File: src/rtl/muldiv_sched_if.sv
// Pipeline-side bundle for the HI/LO multiply/divide sequencer.
// The master side drives EX-stage requests; the slave side returns stall, status and HI/LO.
interface muldiv_sched_if;
  logic        MDStart_IDEX;
  logic [1:0]  MDOp_IDEX;
  logic [31:0] OpA_IDEX;
  logic [31:0] OpB_IDEX;
  logic        HiLoRd_IDEX;
  logic        WrHi_IDEX;
  logic        WrLo_IDEX;
  logic [31:0] WrData_IDEX;
  logic        Cancel;
  logic        MD_Stall;
  logic        Busy;
  logic        Done;
  logic [31:0] Hi;
  logic [31:0] Lo;

  modport master (
    output MDStart_IDEX, MDOp_IDEX, OpA_IDEX, OpB_IDEX,
    output HiLoRd_IDEX, WrHi_IDEX, WrLo_IDEX, WrData_IDEX, Cancel,
    input  MD_Stall, Busy, Done, Hi, Lo
  );

  modport slave (
    input  MDStart_IDEX, MDOp_IDEX, OpA_IDEX, OpB_IDEX,
    input  HiLoRd_IDEX, WrHi_IDEX, WrLo_IDEX, WrData_IDEX, Cancel,
    output MD_Stall, Busy, Done, Hi, Lo
  );
endinterface

File: src/rtl/muldiv_sched.sv
// Iterative shift-add multiplier / restoring divider owning HI/LO, with stall generation.
// Optional MULDIV_FAST_MULT_EN: single-cycle combinational MULT/MULTU; division unchanged.
module muldiv_sched (
  input  logic         CLK,
  input  logic         RST_n,
  muldiv_sched_if.slave md
);

  typedef enum logic [1:0] {IDLE, CALC, FIX} state_t;

  state_t      state;
  logic [4:0]  cnt;
  logic        isDivReg;
  logic        divZero;
  logic        negQ;
  logic        negR;
  logic [31:0] rawA;
  logic [31:0] mcand;
  logic [63:0] acc;
  logic [31:0] hiReg;
  logic [31:0] loReg;
  logic        doneReg;

  logic        signedOp;
  logic        isDiv;
  logic        sgnA;
  logic        sgnB;
  logic [31:0] absA;
  logic [31:0] absB;
  logic [32:0] mulSum;
  logic [63:0] mulNext;
  logic [32:0] divTrial;
  logic [63:0] divNext;
  logic [63:0] prodFix;
  logic [31:0] quotFix;
  logic [31:0] remFix;
`ifdef MULDIV_FAST_MULT_EN
  logic [63:0] fastProd;
`endif

  always_comb begin
    signedOp = ~md.MDOp_IDEX[0];
    isDiv    = md.MDOp_IDEX[1];
    sgnA     = signedOp & md.OpA_IDEX[31];
    sgnB     = signedOp & md.OpB_IDEX[31];
    absA     = sgnA ? (32'd0 - md.OpA_IDEX) : md.OpA_IDEX;
    absB     = sgnB ? (32'd0 - md.OpB_IDEX) : md.OpB_IDEX;
`ifdef MULDIV_FAST_MULT_EN
    fastProd = {{32{sgnA}}, md.OpA_IDEX} * {{32{sgnB}}, md.OpB_IDEX};
`endif
  end

  // acc holds product {upper, multiplier} for MULT and {remainder, quotient} for DIV
  always_comb begin
    mulSum   = {1'b0, acc[63:32]} + {1'b0, mcand};
    mulNext  = acc[0] ? {mulSum, acc[31:1]} : {1'b0, acc[63:1]};
    divTrial = acc[63:31] - {1'b0, mcand};
    divNext  = divTrial[32] ? {acc[62:0], 1'b0} : {divTrial[31:0], acc[30:0], 1'b1};
    prodFix  = negQ ? (64'd0 - acc) : acc;
    quotFix  = negQ ? (32'd0 - acc[31:0]) : acc[31:0];
    remFix   = negR ? (32'd0 - acc[63:32]) : acc[63:32];
  end

  always_ff @(posedge CLK or negedge RST_n) begin
    if (!RST_n) begin
      state    <= IDLE;
      cnt      <= '0;
      isDivReg <= 1'b0;
      divZero  <= 1'b0;
      negQ     <= 1'b0;
      negR     <= 1'b0;
      rawA     <= '0;
      mcand    <= '0;
      acc      <= '0;
      hiReg    <= '0;
      loReg    <= '0;
      doneReg  <= 1'b0;
    end else begin
      doneReg <= 1'b0;
      case (state)
        IDLE: begin
          if (md.MDStart_IDEX) begin
`ifdef MULDIV_FAST_MULT_EN
            if (!isDiv) begin
              hiReg   <= fastProd[63:32];
              loReg   <= fastProd[31:0];
              doneReg <= 1'b1;
            end else begin
`else
            begin
`endif
              isDivReg <= isDiv;
              rawA     <= md.OpA_IDEX;
              negQ     <= sgnA ^ sgnB;
              negR     <= sgnA;
              cnt      <= '0;
              mcand    <= isDiv ? absB : absA;
              acc      <= {32'd0, isDiv ? absA : absB};
              divZero  <= isDiv && (md.OpB_IDEX == '0);
              state    <= (isDiv && (md.OpB_IDEX == '0)) ? FIX : CALC;
            end
          end else begin
            if (md.WrHi_IDEX) hiReg <= md.WrData_IDEX;
            if (md.WrLo_IDEX) loReg <= md.WrData_IDEX;
          end
        end
        CALC: begin
          if (md.Cancel) begin
            state <= IDLE;
          end else begin
            acc <= isDivReg ? divNext : mulNext;
            cnt <= cnt + 5'd1;
            if (cnt == 5'd31) state <= FIX;
          end
        end
        FIX: begin
          state <= IDLE;
          if (!md.Cancel) begin
            doneReg <= 1'b1;
            if (divZero) begin
              hiReg <= rawA;
              loReg <= '1;
            end else if (isDivReg) begin
              hiReg <= remFix;
              loReg <= quotFix;
            end else begin
              hiReg <= prodFix[63:32];
              loReg <= prodFix[31:0];
            end
          end
        end
        default: state <= IDLE;
      endcase
    end
  end

  assign md.Busy     = (state != IDLE);
  assign md.Done     = doneReg;
  assign md.Hi       = hiReg;
  assign md.Lo       = loReg;
  assign md.MD_Stall = (state != IDLE) &&
                       (md.MDStart_IDEX || md.HiLoRd_IDEX || md.WrHi_IDEX || md.WrLo_IDEX);

endmodule

File: src/flat_wrapper.sv
// flat-port wrapper written by rule: the top's interface ports become plain ports
module muldiv_sched_flat 
  (CLK, RST_n, md_MDStart_IDEX, md_MDOp_IDEX, md_OpA_IDEX, md_OpB_IDEX, md_HiLoRd_IDEX, md_WrHi_IDEX, md_WrLo_IDEX, md_WrData_IDEX, md_Cancel, md_MD_Stall, md_Busy, md_Done, md_Hi, md_Lo);
  muldiv_sched_if md_i ();
  input  logic CLK;
  input  logic RST_n;
  input wire logic [$bits(md_i.MDStart_IDEX)-1:0] md_MDStart_IDEX;
  input wire logic [$bits(md_i.MDOp_IDEX)-1:0] md_MDOp_IDEX;
  input wire logic [$bits(md_i.OpA_IDEX)-1:0] md_OpA_IDEX;
  input wire logic [$bits(md_i.OpB_IDEX)-1:0] md_OpB_IDEX;
  input wire logic [$bits(md_i.HiLoRd_IDEX)-1:0] md_HiLoRd_IDEX;
  input wire logic [$bits(md_i.WrHi_IDEX)-1:0] md_WrHi_IDEX;
  input wire logic [$bits(md_i.WrLo_IDEX)-1:0] md_WrLo_IDEX;
  input wire logic [$bits(md_i.WrData_IDEX)-1:0] md_WrData_IDEX;
  input wire logic [$bits(md_i.Cancel)-1:0] md_Cancel;
  output wire logic [$bits(md_i.MD_Stall)-1:0] md_MD_Stall;
  output wire logic [$bits(md_i.Busy)-1:0] md_Busy;
  output wire logic [$bits(md_i.Done)-1:0] md_Done;
  output wire logic [$bits(md_i.Hi)-1:0] md_Hi;
  output wire logic [$bits(md_i.Lo)-1:0] md_Lo;
  assign md_i.MDStart_IDEX = md_MDStart_IDEX;
  assign md_i.MDOp_IDEX = md_MDOp_IDEX;
  assign md_i.OpA_IDEX = md_OpA_IDEX;
  assign md_i.OpB_IDEX = md_OpB_IDEX;
  assign md_i.HiLoRd_IDEX = md_HiLoRd_IDEX;
  assign md_i.WrHi_IDEX = md_WrHi_IDEX;
  assign md_i.WrLo_IDEX = md_WrLo_IDEX;
  assign md_i.WrData_IDEX = md_WrData_IDEX;
  assign md_i.Cancel = md_Cancel;
  assign md_MD_Stall = md_i.MD_Stall;
  assign md_Busy = md_i.Busy;
  assign md_Done = md_i.Done;
  assign md_Hi = md_i.Hi;
  assign md_Lo = md_i.Lo;
  muldiv_sched u_core (.CLK(CLK), .RST_n(RST_n), .md(md_i));
endmodule
File: config.mk
export PLATFORM = sky130hd
export DESIGN_NAME = muldiv_sched_flat
export DESIGN_NICKNAME = d
export VERILOG_FILES = /design/src/rtl/muldiv_sched_if.sv /design/src/rtl/muldiv_sched.sv /design/src/flat_wrapper.sv
export SDC_FILE = /design/constraint.sdc
export NUM_CORES = 1
export LEC_CHECK = 0
export CAP_MARGIN = 20
export CORE_MARGIN = 2
export CORE_UTILIZATION = 63
export DETAILED_ROUTE_END_ITERATION = 12
export PLACE_DENSITY = 0.9
export SLEW_MARGIN = 5
export SYNTH_ARGS = -nofsm -noshare
export SYNTH_HDL_FRONTEND = slang
export SYNTH_SLANG_ARGS = --single-unit
File: constraint.sdc
create_clock -name CLK -period 6.4 [get_ports CLK]
set_input_delay 0.96 -clock CLK [delete_from_list [all_inputs] [get_ports CLK]]
set_output_delay 0.96 -clock CLK [all_outputs]
set_load 0.1 [all_outputs]
==> results.md, run 1 <==
* Result of the run: complete, no violations
* Worst-margin pin slew at 1.037 ns
* Core Region at 0.02598 sq mm
* Syn_area_per_cell at 7.746 sq um
* GP Congestion at 1.013
* Worst VDD drop at 0.4843 mV
* First-pass GRT wire length at 92.60 mm
* Slew Viols, Final at 0
* Worst reg2reg setup slack at 2.18 ns
* CP startpoint kind: flop
* Antenna cells at 0
* Tcrit/Tclk final at 0.6586
* Fin crit period at 4.215 ns
* Routed wire length at 60.77 mm
* Setup bufs post-CTS at 0
* Starting Density at 0.6409
* Hold slack at 0.4827 ns
* Critical path class: flop to flop
* Worst reg2reg path endpoint: u_core.acc[40]
* Pre-antenna DRT Iters at 9
* Req. time, crit path at 6.76 ns
* End of the worst hold path: u_core.md.Hi[8]
* Top FF cell, synth: dfrtp_1
* Clock-pin slew on the worst setup and hold paths at 0.07 ns
* CP Max Fanout at 24
* Initial antenna violation count at 2
* Endpoints failing setup at 0
* Yosys warns at 0
* CTS tree: built
* Post-synthesis sequential area ratio at 0.3065
* TritonCTS Sinks at 204
* Final WS setup at 2.185 ns
* Pin count of the biggest net entering global routing at 115
* DP Wirelength at 45.01 mm
* WP data arrival at 4.57 ns
* Fmax at 0.2372 GHz
* Power, Total at 9.373 mW
* Vias in the first global route at 16021
* Clock buffer depth at 3
* CTS root buf: clkbuf_16
* Share of cells above drive strength 1 at 0.04454
* Clock skew at 0.01636 ns
* Hold_sp: u_core.md.Hi[8]
* Number of synthesized flops with an enable pin at 0
* Skew-Pair Late Insertion Delay at 0.54 ns
* Worst rel slew slack at 0.3064
* Post-Route Setup TNS at 0 ns
* Chip width at 166.6 um
* DRC at 0
* Post-Synthesis Cells at 2150
* Final hold violation count at 0
* Initial drt markers at 2682
* Async set or reset register ratio after synthesis at 1.000
* Pre-CTS WS at 2.128 ns
* H-tree depth at 1
* Top cells by count, synth: nand2_1, o21ai_0, a21oi_1
* DIE AREA at 0.02775 sq mm
* CP Capture Type: flop
* GRT overflow at 0
* Final ANT Viol Nets at 0
* Total number of vias at 17492
* Library cells used by synthesis at 76
* Top area cells in the synthesized netlist: dfrtp_1, nand2_1, o21ai_0
* Total CTS buffers at 24
* Net count after synthesis at 2327
* Final #Nets at 2406
* Layout area overhead at 15.81%
* IO buf count at 171
* Synth area leader: dfrtp_1
* Count leader, synth: nand2_1
* PwrDens at 486.0 mW/mm^2
* GRT Util Overall at 0.4222
* Max-cap violations at 0
* Syn Std Cell Area at 0.01665 sq mm
* Yosys top cell area share at 0.3065
* Routed vias/inst at 6.780
* Hold Buf Count CTS at 0
* Hold path cells at 2
* Seq cells post-synth at 204
* Rows at 59
* Post-CTS sizing at 0
* I/O Pins at 172
* Worst min-delay path category: flop to flop
* Die height at 166.6 um
* Pleak at 8.327 nW
* Worst R2R Start: u_core.acc[31]
* RSZ-0062 raised after global routing: false
* Wire per inst at 23.55 um
* R2r worst-path depth at 13
## state kept, by name, indices dropped and copies added, names as in the netlist, 2 cells and up
signal / count
u_core.cnt: 5
u_core.mcand: 32
u_core.state: 2
u_core.md.Hi: 32
u_core.acc: 64
u_core.md.Lo: 32
u_core.rawA: 32
## metal layers
metal | vias to the layer above | GRT usage | share of wire
li1 | 7845 | - | -
met1 | 8158 | 0.5970 | 0.39
met2 | 1279 | 0.6252 | 0.42
met3 | 206 | 0.07842 | 0.13
met4 | 4 | 0.2061 | 0.060
met5 | - | 0 | 0.00041
## placed cells by master, fill, tap and decap left out, types with 7 or more instances in the layout
cell type / synthesis / final
or2_2: 11 / 11
or4_1: 13 / 13
o22ai_1: 42 / 42
o211ai_1: 14 / 14
buf_4: 0 / 17
nor4_1: 17 / 17
and2_1: 9 / 8
or3_1: 23 / 23
ha_1: 70 / 70
nand2_1: 294 / 293
a21oi_1: 219 / 219
xnor2_1: 113 / 113
o41ai_1: 8 / 8
nor2_1: 188 / 188
nand2b_1: 20 / 20
o21a_1: 22 / 22
xor2_1: 59 / 59
a31oi_1: 24 / 24
o221ai_1: 14 / 14
nor2b_1: 18 / 17
nand4_1: 17 / 17
o21ai_0: 220 / 220
clkdlybuf4s50_1: 0 / 169
clkbuf_16: 0 / 24
dfrtp_1: 204 / 202
o21bai_1: 7 / 7
nor3_1: 36 / 36
o31ai_1: 17 / 17
a211oi_1: 25 / 25
a21o_1: 35 / 35
mux2i_1: 87 / 87
nand3_1: 22 / 22
inv_1: 59 / 59
and3_1: 23 / 23
## worst max path at each step
stage | start | endpoint | slack [ns] | cells past startpoint
3_3_place_gp | md_OpA_IDEX[8] | u_core.mcand[24] | 2.28 | 10
5_1_grt | u_core.acc[31] | u_core.acc[40] | 1.88 | 13
2_1_floorplan | md_OpA_IDEX[8] | u_core.acc[29] | 3.18 | 10
3_5_place_dp | md_MDStart_IDEX | u_core.md.Lo[24] | 2.13 | 9
4_1_cts | u_core.acc[31] | u_core.acc[40] | 2.27 | 13
6_report | u_core.acc[31] | u_core.acc[40] | 2.18 | 13
## critical path: stages, from the launching register on
cell and delay (ns):
dfrtp_1 0.39, inv_1 0.11, ha_1 0.24, fa_1 0.40
nor2b_1 0.21, o311a_1 0.22, o21ai_0 0.17, a31o_2 0.33
o21ai_1 0.31, a21oi_1 0.22, xnor2_4 0.56, buf_4 0.46
mux2i_1 0.25, o221ai_1 0.15
## logic make-up (layout without fill, tap and decap cells)
kind of cell,Yosys count,count (layout),synth area share
buffers and inverters,198,293,0.04538
AO/OA/AOI/OAI,699,699,0.2497
flip-flops,204,204,0.3065
AND/OR/NAND/NOR,711,711,0.1956
multiplexers,93,93,0.05634
XOR/XNOR,173,173,0.09143
adder cells (fa/ha/maj),72,72,0.05499
## through the flow
step / area (sq um) / util / std cells
final: 19290 / 0.7423 / 2580
after global routing: 19290 / 0.7423 / 2580
after CTS: 19250 / 0.7407 / 2578
after detailed placement: 18440 / 0.7096 / 2536
after global placement: 18440 / 0.7096 / 2536
after floorplan: 16650 / - / 2150
## power by group
group / leakage, nW / switching (mW) / internal [mW]
Combinational: 5.44 / 3.55 / 2.06
Sequential: 2.50 / 0.703 / 1.65
Clock: 0.390 / 0.590 / 0.829
## cell type report
class	instances	area, sq um
multi-input cells	1748	10830
fillers	2002	6696
flip-flops and latches	204	5107
repair buffers	191	1901
clock buffers	31	676.9
well taps	335	419.2
inverters	60	225.2
clock inverters	11	131.4
Power figures use the tool's default switching activity.
==> inputs of run 2 (changes only) <==
--- a/config.mk
+++ b/config.mk
@@ -7,9 +7,9 @@
 export LEC_CHECK = 0
 export CAP_MARGIN = 20
 export CORE_MARGIN = 2
-export CORE_UTILIZATION = 63
+export CORE_UTILIZATION = 59
 export DETAILED_ROUTE_END_ITERATION = 12
-export PLACE_DENSITY = 0.9
+export PLACE_DENSITY = 0.85
 export SLEW_MARGIN = 5
 export SYNTH_ARGS = -nofsm -noshare
 export SYNTH_HDL_FRONTEND = slang
==> constraint.sdc (replaced) <==
create_clock -name CLK -period 4.21 [get_ports CLK]
set_input_delay 0.6315 -clock CLK [delete_from_list [all_inputs] [get_ports CLK]]
set_output_delay 0.6315 -clock CLK [all_outputs]
set_load 0.1 [all_outputs]
==> run 2 against run 1 <==
Net effect:
- non-clock buffer count rose by 21
- clock skew is 0.00059 ns higher
- flip-flop and latch count is the same
- register-to-register slack got worse by 1.8 ns
- critical path type unchanged
==> results.md, run 2 (synthesized netlist as in run 1, its figures left out) <==
* Result of the run: complete, no violations (unchanged)
* DP Wirelength at 46.57 mm (was 45.01 mm)
* Antenna cells at 0 (unchanged)
* Worst VDD drop at 0.4928 mV (was 0.4843 mV)
* Vias in the first global route at 16164 (was 16021)
* Setup bufs post-CTS at 0 (unchanged)
* Clock buffer depth at 3 (unchanged)
* Pleak at 8.451 nW (was 8.327 nW)
* CP Max Fanout at 11 (was 24)
* GRT Util Overall at 0.4127 (was 0.4222)
* Clock-pin slew on the worst setup and hold paths at 0.06 ns (was 0.07 ns)
* Initial antenna violation count at 1 (was 2)
* Tcrit/Tclk final at 0.9139 (was 0.6586)
* RSZ-0062 raised after global routing: false (unchanged)
* Layout area overhead at 17.24% (was 15.81%)
* Commonest cells after routing, fill and taps aside: nand2_1, o21ai_0, a21oi_1 (unchanged)
* CP Capture Type: flop (unchanged)
* Pin count of the biggest net entering global routing at 102 (was 115)
* TritonCTS Sinks at 204 (unchanged)
* Worst min-delay path category: input port to asynchronous set/reset pin (was flop to flop)
* Fillers at 2348 (was 2002)
* GP Congestion at 1.067 (was 1.013)
* Max-cap violations at 0 (unchanged)
* Clock skew at 0.01695 ns (was 0.01636 ns)
* Fin util at 0.7028 (was 0.7423)
* Initial drt markers at 2569 (was 2682)
* Rows at 61 (was 59)
* Final ANT Viol Nets at 0 (unchanged)
* First-pass GRT wire length at 93.52 mm (was 92.60 mm)
* Chip width at 172.0 um (was 166.6 um)
* DIE AREA at 0.02959 sq mm (was 0.02775 sq mm)
* Skew-Pair Late Insertion Delay at 0.53 ns (was 0.54 ns)
* M1 GR Usage at 0.5806 (was 0.5970)
* Fin area at 0.01953 sq mm (was 0.01929 sq mm)
* Die height at 172.0 um (was 166.6 um)
* Grt met3 use at 0.08560 (was 0.07842)
* Footprint of the multi-input gates at 0.01083 sq mm (unchanged)
* Routed wire length at 61.88 mm (was 60.77 mm)
* Met2 usage at 0.5984 (was 0.6252)
* Fmax at 0.2599 GHz (was 0.2372 GHz)
* Total number of vias at 17590 (was 17492)
* CTS root buf: clkbuf_16 (unchanged)
* WP data arrival at 4.32 ns (was 4.57 ns)
* IO buf count at 171 (unchanged)
* Pre-antenna DRT Iters at 7 (was 9)
* Worst-margin pin slew at 1.050 ns (was 1.037 ns)
* Fin crit period at 3.848 ns (was 4.215 ns)
* Core Region at 0.02778 sq mm (was 0.02598 sq mm)
* CP startpoint kind: flop (unchanged)
* Register Area at 0.005107 sq mm (unchanged)
* Final #Nets at 2427 (was 2406)
* Hold Buf Count CTS at 0 (unchanged)
* I/O Pins at 172 (unchanged)
* Share of cells above drive strength 1 at 0.05382 (was 0.04454)
* Slew Viols, Final at 0 (unchanged)
* DRC at 0 (unchanged)
* Routed vias/inst at 6.650 (was 6.780)
* Post-CTS sizing at 0 (unchanged)
* PwrDens at 741.3 mW/mm^2 (was 486.0 mW/mm^2)
* Commonest non-fill, non-tap cell in the layout: nand2_1 (unchanged)
* Hold slack at 0.1865 ns (was 0.4827 ns)
* Worst rel slew slack at 0.2973 (was 0.3064)
* Wire per inst at 23.39 um (was 23.55 um)
* Post-Route Setup TNS at 0 ns (unchanged)
* Max FFs per register at 64 (unchanged)
* Endpoints failing setup at 0 (unchanged)
* GRT overflow at 0 (unchanged)
* H-tree depth at 1 (unchanged)
* Critical path class: flop to flop (unchanged)
* GRT busiest layer: met2 (unchanged)
* Req. time, crit path at 4.68 ns (was 6.76 ns)
* Placed inst area at 0.01869 sq mm (was 0.01844 sq mm)
* CTS tree: built (unchanged)
* Total CTS buffers at 24 (unchanged)
* Biggest register: u_core.acc (unchanged)
* Starting Density at 0.5995 (was 0.6409)
* Final hold violation count at 0 (unchanged)
[run 2: cell count changes in the layout (fill, tap and decap cells not counted), sizes merged]
cell           delta
clkinvlp          -2
clkbuf            -1
inv               +1
clkdlybuf4s50     -1
clkinv            +2
bufinv            +1
buf              +22
[run 2: cell type report]
cell class,instances,share of cell area
flip-flops and latches,204,0.2616
repair buffers,212,0.1064
multi-input cells,1748,0.5545
inverters,60,0.01153
clock inverters,13,0.007689
clock buffers,30,0.03403
well taps,378,0.02422
[run 2: final timing paths]
| path | startpoint | to | slack (ns) | depth (start not counted) |
|---|---|---|---|---|
| max in group asynchronous | RST_n | u_core.mcand[16] | 3.08 | 2 |
| worst max register to register | u_core.acc[38] | u_core.acc[58] | 0.36 | 11 |
| worst max-delay path | u_core.acc[38] | u_core.acc[58] | 0.36 | 11 |
| worst min-delay path | RST_n | u_core.acc[62] | 0.19 | 1 |
| worst min register to register | u_core.md.Hi[31] | u_core.md.Hi[31] | 0.48 | 2 |
| min in group CLK | u_core.md.Hi[31] | u_core.md.Hi[31] | 0.48 | 2 |
[run 2: where the power goes]
part	internal (mW)	switching, mW
Combinational	3.23	5.55
Clock	1.30	0.887
Sequential	2.50	1.01
Total	7.04	7.44
[run 2: stage by stage]
step	instances	power (mW)	setup slack [ns]
global placement	2601	11.83	0.6216
global route	2645	15.23	0.3169
finish	2645	14.47	0.3624
CTS	2644	14.22	0.5105
floorplan	2150	9.471	1.087
detailed placement	2601	12.01	0.5287
[run 2: critical path: stages (launching register included)]
cell	delay (ns)
dfrtp_1	0.66
ha_1	0.36
a2111oi_0	0.47
o21ai_0	0.27
o211ai_1	0.18
a21oi_1	0.16
a311oi_1	0.60
o21a_1	0.32
o21ai_0	0.16
xnor2_1	0.15
a311oi_1	0.30
a22o_1	0.17
[run 2: routing by layer]
metal / vias to the layer above / part of all wire / wire length, um
met5: - / 0.00021 / 13
met4: 2 / 0.062 / 3854
met3: 223 / 0.13 / 7848
met2: 1258 / 0.42 / 25760
met1: 8235 / 0.39 / 24400
li1: 7872 / - / -
